### config.mk
export PLATFORM = sky130hd
export DESIGN_NAME = iomem_gpio_bank
export DESIGN_NICKNAME = d
export VERILOG_FILES = /design/src/rtl/iomem_gpio_bank.sv
export SDC_FILE = /design/constraint.sdc
export NUM_CORES = 1
export LEC_CHECK = 0
export ABC_AREA = 0
export ABC_CLOCK_PERIOD_IN_PS = 4300
export BUFFER_PORTS_ARGS = -buffer_cell sky130_fd_sc_hd__buf_4
export CORE_ASPECT_RATIO = 0.75
export CORE_MARGIN = 10
export CORE_UTILIZATION = 55
export DETAILED_ROUTE_END_ITERATION = 16
export PLACE_DENSITY = 0.91
export RECOVER_POWER = 25
export SYNTH_ARGS = -nofsm -noshare
export SYNTH_HDL_FRONTEND = slang
export SYNTH_SLANG_ARGS = --single-unit
### constraint.sdc
create_clock -name clk -period 4.3 [get_ports clk]
set_input_delay 0.86 -clock clk [delete_from_list [all_inputs] [get_ports clk]]
set_output_delay 0.86 -clock clk [all_outputs]
set_load 0.005 [all_outputs]
### src/rtl/iomem_gpio_bank.sv
// iomem_gpio_bank: memory-mapped GPIO bank on the PicoSoC iomem bus.
// NUM_GPIO channels with output, output-enable, pull-up/pull-down control,
// a synchronised and debounced input, and sticky edge-interrupt status
// feeding a single registered level IRQ.
module iomem_gpio_bank #(
  parameter int         NUM_GPIO     = 8,
  parameter logic [7:0] BASE_SEL     = 8'h07,
  parameter int         SYNC_STAGES  = 2,
  parameter int         DEBOUNCE_DIV = 0
) (
  input  logic                clk,
  input  logic                resetn,
  input  logic                iomem_valid,
  output logic                iomem_ready,
  input  logic [3:0]          iomem_wstrb,
  input  logic [31:0]         iomem_addr,
  input  logic [31:0]         iomem_wdata,
  output logic [31:0]         iomem_rdata,
  input  logic [NUM_GPIO-1:0] gpio_in,
  output logic [NUM_GPIO-1:0] gpio_out,
  output logic [NUM_GPIO-1:0] gpio_oe,
  output logic [NUM_GPIO-1:0] gpio_pu,
  output logic [NUM_GPIO-1:0] gpio_pd,
  output logic                irq
);

  localparam int N = NUM_GPIO;
  localparam int unsigned NS = SYNC_STAGES;

  typedef logic [N-1:0] vec_t;

  // Register offsets within the block
  typedef enum logic [7:0] {
    OFF_OUT     = 8'h00,
    OFF_OE      = 8'h04,
    OFF_IN      = 8'h08,
    OFF_PU      = 8'h0C,
    OFF_PD      = 8'h10,
    OFF_RISE_EN = 8'h14,
    OFF_FALL_EN = 8'h18,
    OFF_STATUS  = 8'h1C,
    OFF_OUT_SET = 8'h20,
    OFF_OUT_CLR = 8'h24
  } reg_off_e;

  logic       sel;
  logic       is_write;
  logic [7:0] off;
  vec_t       wsel;
  vec_t       wbits;

  vec_t out_r, oe_r, pu_r, pd_r, rise_en_r, fall_en_r, status_r;
  vec_t in_r, in_d;
  vec_t hist0, hist1;
  vec_t sync_q [NS];
  vec_t sync;
  vec_t stable;
  vec_t rise, fall;
  logic tick;

  logic we_out, we_oe, we_pu, we_pd, we_rise, we_fall, we_stat, we_set, we_clr;
  logic [31:0] rd_mux;

  // Upper address bits below the selector and unused data bits have no role here
  logic unused_bits;
  assign unused_bits = ^{iomem_addr[23:8], iomem_wdata};

  assign sel      = iomem_valid && (iomem_addr[31:24] == BASE_SEL) && !iomem_ready;
  assign is_write = |iomem_wstrb;
  assign off      = iomem_addr[7:0];
  assign sync     = sync_q[NS-1];

  // Per-bit write mask from byte strobes, limited to implemented channels
  always_comb begin
    wsel = '0;
    for (int unsigned i = 0; i < N; i++) begin
      wsel[i] = iomem_wstrb[i/8];
    end
    wbits = iomem_wdata[N-1:0] & wsel;
  end

  // Decode per-register write enables for the selected transaction
  always_comb begin
    we_out  = 1'b0;
    we_oe   = 1'b0;
    we_pu   = 1'b0;
    we_pd   = 1'b0;
    we_rise = 1'b0;
    we_fall = 1'b0;
    we_stat = 1'b0;
    we_set  = 1'b0;
    we_clr  = 1'b0;
    if (sel && is_write) begin
      case (off)
        OFF_OUT:     we_out  = 1'b1;
        OFF_OE:      we_oe   = 1'b1;
        OFF_PU:      we_pu   = 1'b1;
        OFF_PD:      we_pd   = 1'b1;
        OFF_RISE_EN: we_rise = 1'b1;
        OFF_FALL_EN: we_fall = 1'b1;
        OFF_STATUS:  we_stat = 1'b1;
        OFF_OUT_SET: we_set  = 1'b1;
        OFF_OUT_CLR: we_clr  = 1'b1;
        default: ;
      endcase
    end
  end

  // Read mux: pre-write register contents, zero-extended; unmapped reads 0
  always_comb begin
    rd_mux = '0;
    case (off)
      OFF_OUT:     rd_mux = 32'(out_r);
      OFF_OE:      rd_mux = 32'(oe_r);
      OFF_IN:      rd_mux = 32'(in_r);
      OFF_PU:      rd_mux = 32'(pu_r);
      OFF_PD:      rd_mux = 32'(pd_r);
      OFF_RISE_EN: rd_mux = 32'(rise_en_r);
      OFF_FALL_EN: rd_mux = 32'(fall_en_r);
      OFF_STATUS:  rd_mux = 32'(status_r);
      default:     rd_mux = '0;
    endcase
  end

  // Bus handshake: one-cycle ready pulse with registered read data
  always_ff @(posedge clk) begin
    if (!resetn) begin
      iomem_ready <= 1'b0;
      iomem_rdata <= '0;
    end else begin
      iomem_ready <= sel;
      if (sel) begin
        iomem_rdata <= rd_mux;
      end
    end
  end

  // Control registers; only one offset is written per transaction
  always_ff @(posedge clk) begin
    if (!resetn) begin
      out_r     <= '0;
      oe_r      <= '0;
      pu_r      <= '0;
      pd_r      <= '0;
      rise_en_r <= '0;
      fall_en_r <= '0;
    end else begin
      if (we_out) begin
        out_r <= (out_r & ~wsel) | wbits;
      end else if (we_set) begin
        out_r <= out_r | wbits;
      end else if (we_clr) begin
        out_r <= out_r & ~wbits;
      end
      if (we_oe)   oe_r      <= (oe_r & ~wsel) | wbits;
      if (we_pu)   pu_r      <= (pu_r & ~wsel) | wbits;
      if (we_pd)   pd_r      <= (pd_r & ~wsel) | wbits;
      if (we_rise) rise_en_r <= (rise_en_r & ~wsel) | wbits;
      if (we_fall) fall_en_r <= (fall_en_r & ~wsel) | wbits;
    end
  end

  // Input synchroniser chain for asynchronous pads
  always_ff @(posedge clk) begin
    if (!resetn) begin
      for (int unsigned i = 0; i < NS; i++) begin
        sync_q[i] <= '0;
      end
    end else begin
      sync_q[0] <= gpio_in;
      for (int unsigned i = 1; i < NS; i++) begin
        sync_q[i] <= sync_q[i-1];
      end
    end
  end

  // Debounce sample tick: free-running when no prescaling is requested
  generate
    if (DEBOUNCE_DIV <= 1) begin : g_nodiv
      assign tick = 1'b1;
    end else begin : g_div
      localparam int CW = $clog2(DEBOUNCE_DIV);
      localparam logic [CW-1:0] LAST = CW'(DEBOUNCE_DIV - 1);
      logic [CW-1:0] pre_cnt;

      assign tick = (pre_cnt == LAST);

      // Prescaler counts 0..DEBOUNCE_DIV-1 and wraps
      always_ff @(posedge clk) begin
        if (!resetn) begin
          pre_cnt <= '0;
        end else if (tick) begin
          pre_cnt <= '0;
        end else begin
          pre_cnt <= pre_cnt + 1'b1;
        end
      end
    end
  endgenerate

  // Bits whose current sample agrees with both history samples
  assign stable = ~(sync ^ hist0) & ~(hist0 ^ hist1);

  // Debounce: IN follows sync only after three equal samples on ticks
  always_ff @(posedge clk) begin
    if (!resetn) begin
      hist0 <= '0;
      hist1 <= '0;
      in_r  <= '0;
    end else if (tick) begin
      hist0 <= sync;
      hist1 <= hist0;
      in_r  <= (in_r & ~stable) | (sync & stable);
    end
  end

  assign rise = in_r & ~in_d & rise_en_r;
  assign fall = ~in_r & in_d & fall_en_r;

  // Edge history, sticky status (hardware set beats software clear) and IRQ
  always_ff @(posedge clk) begin
    if (!resetn) begin
      in_d     <= '0;
      status_r <= '0;
      irq      <= 1'b0;
    end else begin
      in_d     <= in_r;
      status_r <= (status_r & ~(we_stat ? wbits : '0)) | rise | fall;
      irq      <= |(status_r & (rise_en_r | fall_en_r));
    end
  end

  assign gpio_out = out_r;
  assign gpio_oe  = oe_r;
  assign gpio_pu  = pu_r;
  assign gpio_pd  = pd_r & ~pu_r;

endmodule

==> results.py, run 1 <==
metrics = {
    "synth": {
        "ys_top_cells_by_count": "dfxtp_1, nand2_1, mux2i_1, and2_1, o21ai_0",
        "synth_edf_count": 0,
        "seq_area_frac_synth_pct": 45.29,
        "syn_area_per_cell_um2": 9.616,
        "synthTopCellsByArea": "dfxtp_1, mux2i_1, nand2_1",
        "yosysWarnings": 0,
        "synth.top_cell.area_share_pct": 45.29,
        "synthCells": 524,
        "ys.flop_type": "dfxtp_1",
        "async_flop_share_pct": 0,
        "synth.most_common_cell": "dfxtp_1",
        "yosysTopAreaCell": "dfxtp_1",
        "ys_seq_elements": 114,
        "synth_area_um2": 5039,
        "ys_types": 46,
    },
    "cts": {
        "clkTransAtPathRegs_ns": 0.05,
        "cts_buffers": 17,
        "cts_setup_buffers": 0,
        "cts_tree": "yes",
        "clk_path_buf_depth": 2,
        "ctsHoldBuffers": 0,
        "clock_sinks": 114,
        "h-tree-depth": 4,
        "clk_latency_ns": 0.42,
        "post_cts_resized": 0,
        "cts_root_buffer": "clkbuf_16",
    },
    "worst_setup_path": {
        "crit_path_end_kind": "flip-flop",
        "crit_arrival_ns": 3.21,
        "worstSetupStartpointType": "primary input",
        "cp.required_ns": 4.63,
        "criticalPathCategory": "in2reg",
        "reg2reg_depth": 4,
        "path_max_fanout": 112,
        "setup.worst_path.start": "resetn",
        "r2r-start": "iomem_ready",
    },
    "die": {
        "start_util_pct": 55.93,
        "die_y_um": 102.9,
        "die-area_um2": 13430,
        "num_rows": 30,
        "io-pin-count": 145,
        "core-area_um2": 9009,
        "die_w_um": 130.5,
    },
    "global_route": {
        "grt_pass1_vias": 4368,
        "grt_max_degree": 113,
        "grt-ovfl-total": 0,
        "antenna_found_initial": 0,
        "grt_pass1_wl_mm": 21.94,
        "grt_usage_pct": 20.86,
    },
    "sta": {
        "hold_violations": 0,
        "rsz0062_at_grt": "false",
        "period_share_pct": 66.86,
        "skew_ns": 0.006281,
        "setup-violations-final": 0,
        "min_period_ns": 2.875,
        "drv_slew": 113,
        "fin_tns_setup_ns": 0,
        "worst_pin_slew_ns": 1.923,
        "max_slew_margin_pct": -28.20,
        "fmax_ghz": 0.3478,
    },
    "pwr": {
        "powerDensity_nw_per_um2": 407.1,
        "vdd_drop_max_mv": 0.2474,
        "finalPower_uw": 2501,
        "leakagePower_uw": 0.002639,
    },
    "layout": {
        "antenna_cells": 0,
        "fin_util_pct": 68.19,
        "syn_to_final_growth_pct": 21.93,
        "multi_input_area_um2": 2521,
        "stdcell_count": 726,
        "fillers": 652,
        "final_area_um2": 6143,
        "regArea_um2": 2282,
        "num-nets-final": 680,
        "drive_above_1_share_pct": 21.66,
    },
    "detailed_routing": {
        "ant_nets": 0,
        "drtIter0Drc": 454,
        "route.detailed.drc": 0,
        "via_per_inst": 6.040,
        "wl_per_cell_um": 19.09,
        "vias": 4385,
        "routed_wl_mm": 13.86,
        "dr.pass1.iters": 5,
    },
    "placement": {
        "dp_hpwl_mm": 9.679,
        "placed_area_um2": 5597,
        "gp_congestion": 0.9126,
        "place_inst": 694,
        "port_buffers": 80,
    },
    "worst_hold_path": {
        "hp-start": "sync_q[0][5]",
        "min_path_cells": 1,
        "hp-class": "reg2reg",
    },
    "outcome": {
        "failed_checks": "capacitance limit, slew limit",
        "status": "complete, but fails checks",
    },
    "job": {
        "cap_violations": 1,
    },
}
worst paths after layout:
check / endpoint / slack (ns)
setup reg to reg: status_r[0] / 2.09
hold / removal: sync_q[0][13] / 0.43
setup / recovery: flip-flop / 1.43
hold reg to reg: sync_q[0][13] / 0.43
cells by family (layout without fill, tap and decap cells):
logic type	Yosys count	count (layout)	synth area share (%)
compound gates	106	106	14.25
buf+inv	58	125	6.382
flops	114	114	45.29
mux	61	61	14.03
other cells	1	24	0.07443
simple gates	184	184	19.97
routing by layer:
layer | wire length (µm) | global-route usage, % | vias to the layer above
met5 | 0 | 0 | -
met4 | 387 | 10.23 | 0
met3 | 1319 | 7.451 | 41
met2 | 6723 | 33.54 | 239
met1 | 5426 | 24.32 | 2110
li1 | - | - | 1995
per-stage QoR:
stage	hold slack [ns]	setup slack, ns
finish	0.4292	1.425
global route	0.4361	1.220
CTS	0.4315	1.866
detailed placement	0.4193	1.434
global placement	0.4152	1.537
floorplan	0.4119	2.165
cells in the final DEF, fill, tap and decap left out, types with 3 or more instances in the layout:
cell type,n
a2bb2oi_1,3
o22a_1,8
mux2_2,7
a21o_1,8
and2_1,37
nand4_1,5
nor2b_1,12
mux4_2,7
conb_1,24
nand3_1,17
a21oi_1,9
clkbuf_16,17
inv_1,10
o211ai_1,8
o2111ai_1,9
a221o_1,6
and4_1,3
clkbuf_1,4
nor2_1,4
a31oi_1,9
o21ai_0,32
a22oi_1,3
dfxtp_1,114
buf_4,79
nand2_1,86
and2_0,3
mux2i_1,47
clkinv_2,8
o22ai_1,8
worst max-delay path, stage by stage:
cell and delay [ns]:
clkbuf_1 0.14, clkbuf_2 1.38, nand2_1 0.47, mux2i_1 0.28
where the power goes:
| part | internal [µW] | switching, µW | leakage (µW) |
|---|---|---|---|
| combinational | 41.9 | 69.0 | 0.00144 |
| clock | 841 | 477 | 0.000277 |
| sequential | 1070 | 3.99 | 0.000922 |
| total | 1950 | 550 | 0.00264 |
area by class of cell:
class,instances,area share [%]
inverters,12,0.7332
flip-flops and latches,114,37.15
repair buffers,81,9.796
clock inverters,12,1.894
multi-input cells,375,41.04
well taps,112,2.281
clock buffers,20,7.108
(Power assumes the default switching activity.)
==> inputs of run 2 (changes only) <==
- ABC_CLOCK_PERIOD_IN_PS: 4300 -> 2700
- CORE_UTILIZATION: 55 -> 52
- PLACE_DENSITY: 0.91 -> 0.87
- clock period: 4.3 -> 2.7 ns (I/O delays scaled with it)
==> run 2 against run 1 <==
  * The run now ends clean
  * Clock power rose by 70%
  * Clock-buffer cell count rose by 2
  * Power rose by 65%
  * Register-to-register slack got worse by 1.1 ns
  * Cell area rose by 2.2%
  * First-iteration DRC count fell by 5.3%
==> results.py, run 2 (same netlist as run 1, synthesis figures left out) <==
metrics = {
    "outcome": {
        "status": "completed",
    },
    "detailed_routing": {
        "ant_nets": 0,
        "routed_wl_mm": 14.03,
        "wl_per_cell_um": 18.58,
        "vias": 4407,
        "drtIter0Drc": 430,
        "dr.pass1.iters": 5,
        "via_per_inst": 5.837,
        "route.detailed.drc": 0,
    },
    "cts": {
        "cts_buffers": 17,
        "cts_root_buffer": "clkbuf_16",
        "ctsHoldBuffers": 0,
        "clock_sinks": 114,
        "clkTransAtPathRegs_ns": 0.05,
        "h-tree-depth": 4,
        "post_cts_resized": 0,
        "cts_setup_buffers": 0,
        "cts_tree": "yes",
        "clk_latency_ns": 0.42,
        "clk_path_buf_depth": 2,
    },
    "worst_setup_path": {
        "cpMaxStageDelayCell": "clkbuf_1",
        "crit_buf_inv": 2,
        "worstSetupStartpointType": "primary input",
        "reg2reg_depth": 5,
        "crit_chain": "buf_4, clkbuf_1, nand2_1, mux2i_1",
        "cpPeakStageDelay_ns": 0.89,
        "crit_arrival_ns": 2.36,
        "criticalPathCategory": "in2reg",
        "cpLargestDelayFamily": "buffers and inverters",
        "cp.required_ns": 3.04,
        "crit_path_end_kind": "flip-flop",
        "cp_num_cells": 4,
        "path_max_fanout": 35,
    },
    "sta": {
        "max_slew_margin_pct": 23.54,
        "min_period_ns": 2.023,
        "fin_ws_ns": 0.6768,
        "rsz0062_at_grt": "false",
        "hold_violations": 0,
        "drv_slew": 0,
        "setup-violations-final": 0,
        "hold_ws_ns": 0.3315,
        "worst_pin_slew_ns": 1.147,
        "fmax_ghz": 0.4943,
        "period_share_pct": 74.93,
        "fin_tns_setup_ns": 0,
        "skew_ns": 0.008600,
    },
    "placement": {
        "pre_cts_ws_ns": 0.4119,
        "gp_congestion": 0.8911,
        "place_inst": 723,
        "port_buffers": 80,
        "dp_hpwl_mm": 9.926,
    },
    "global_route": {
        "antenna_found_initial": 0,
        "grt_pass1_vias": 4623,
        "grt-ovfl-total": 0,
        "grt_max_degree": 49,
        "grt_usage_pct": 20.03,
        "grt_pass1_wl_mm": 22.82,
    },
    "pwr": {
        "leakagePower_uw": 0.002685,
        "power.switching_uw": 866.2,
        "vdd_drop_max_mv": 0.5465,
        "powerDensity_nw_per_um2": 656.6,
        "finalPower_uw": 4124,
        "swShare_pct": 21.01,
        "p_int_uw": 3257,
        "power_frac_seq_pct": 41.4,
        "p_clk_share_pct": 54.2,
        "combPwrFrac_pct": 4.4,
    },
    "worst_hold_path": {
        "hp-class": "in2reg",
        "min_path_cells": 2,
    },
    "layout": {
        "final_cell_mix": "dfxtp_1, buf_4, nand2_1, mux2i_1, o21ai_0",
        "regArea_um2": 2282,
        "drive_above_1_share_pct": 22.79,
        "final_common_cell": "dfxtp_1",
        "antenna_cells": 0,
        "stdcell_count": 755,
        "multi_input_area_um2": 2521,
        "syn_to_final_growth_pct": 24.63,
        "fillers": 753,
        "num-nets-final": 689,
    },
    "die": {
        "die_w_um": 133.7,
        "start_util_pct": 52.81,
        "num_rows": 31,
        "io-pin-count": 145,
        "core-area_um2": 9542,
        "die-area_um2": 14070,
        "die_y_um": 105.2,
    },
    "job": {
        "cap_violations": 0,
    },
}
[run 2: per-stage QoR]
step                util [%]  area, µm²
finish                 65.81       6280
global route           65.81       6280
CTS                    65.88       6286
detailed placement     59.62       5689
global placement       59.62       5689
floorplan                  -       5125
[run 2: power groups by stage]
stage	clock network [µW]	logic (µW)	registers [µW]
finish	2240	180	1710
global route	2330	194	1710
CTS	2240	177	1710
detailed placement	0	175	1740
global placement	0	170	1740
floorplan	0	122	1740
[run 2: path summary, 6_finish.rpt]
path,from,slack (ns),end
max,resetn,0.68,flip-flop
min,gpio_in[0],0.33,sync_q[0][0]
max reg2reg,iomem_ready,0.95,flip-flop
min reg2reg,sync_q[0][5],0.43,sync_q[0][13]
[run 2: area by class of cell]
type | count | area share, %
Sequential cell | 114 | 36.34
Tap cell | 132 | 2.630
Clock buffer | 22 | 7.392
Timing Repair Buffer | 90 | 10.66
Multi-Input combinational cell | 375 | 40.15
Inverter | 12 | 0.7173
Clock inverter | 10 | 2.112
[run 2: metal layers]
metal  vias up  GRT usage (%)  routed length, µm
met5         -              0                  0
li1       2011              -                  -
met3        45          8.397               1361
met4         0          9.380                426
met1      2116          22.40               5416
met2       235          32.63               6822
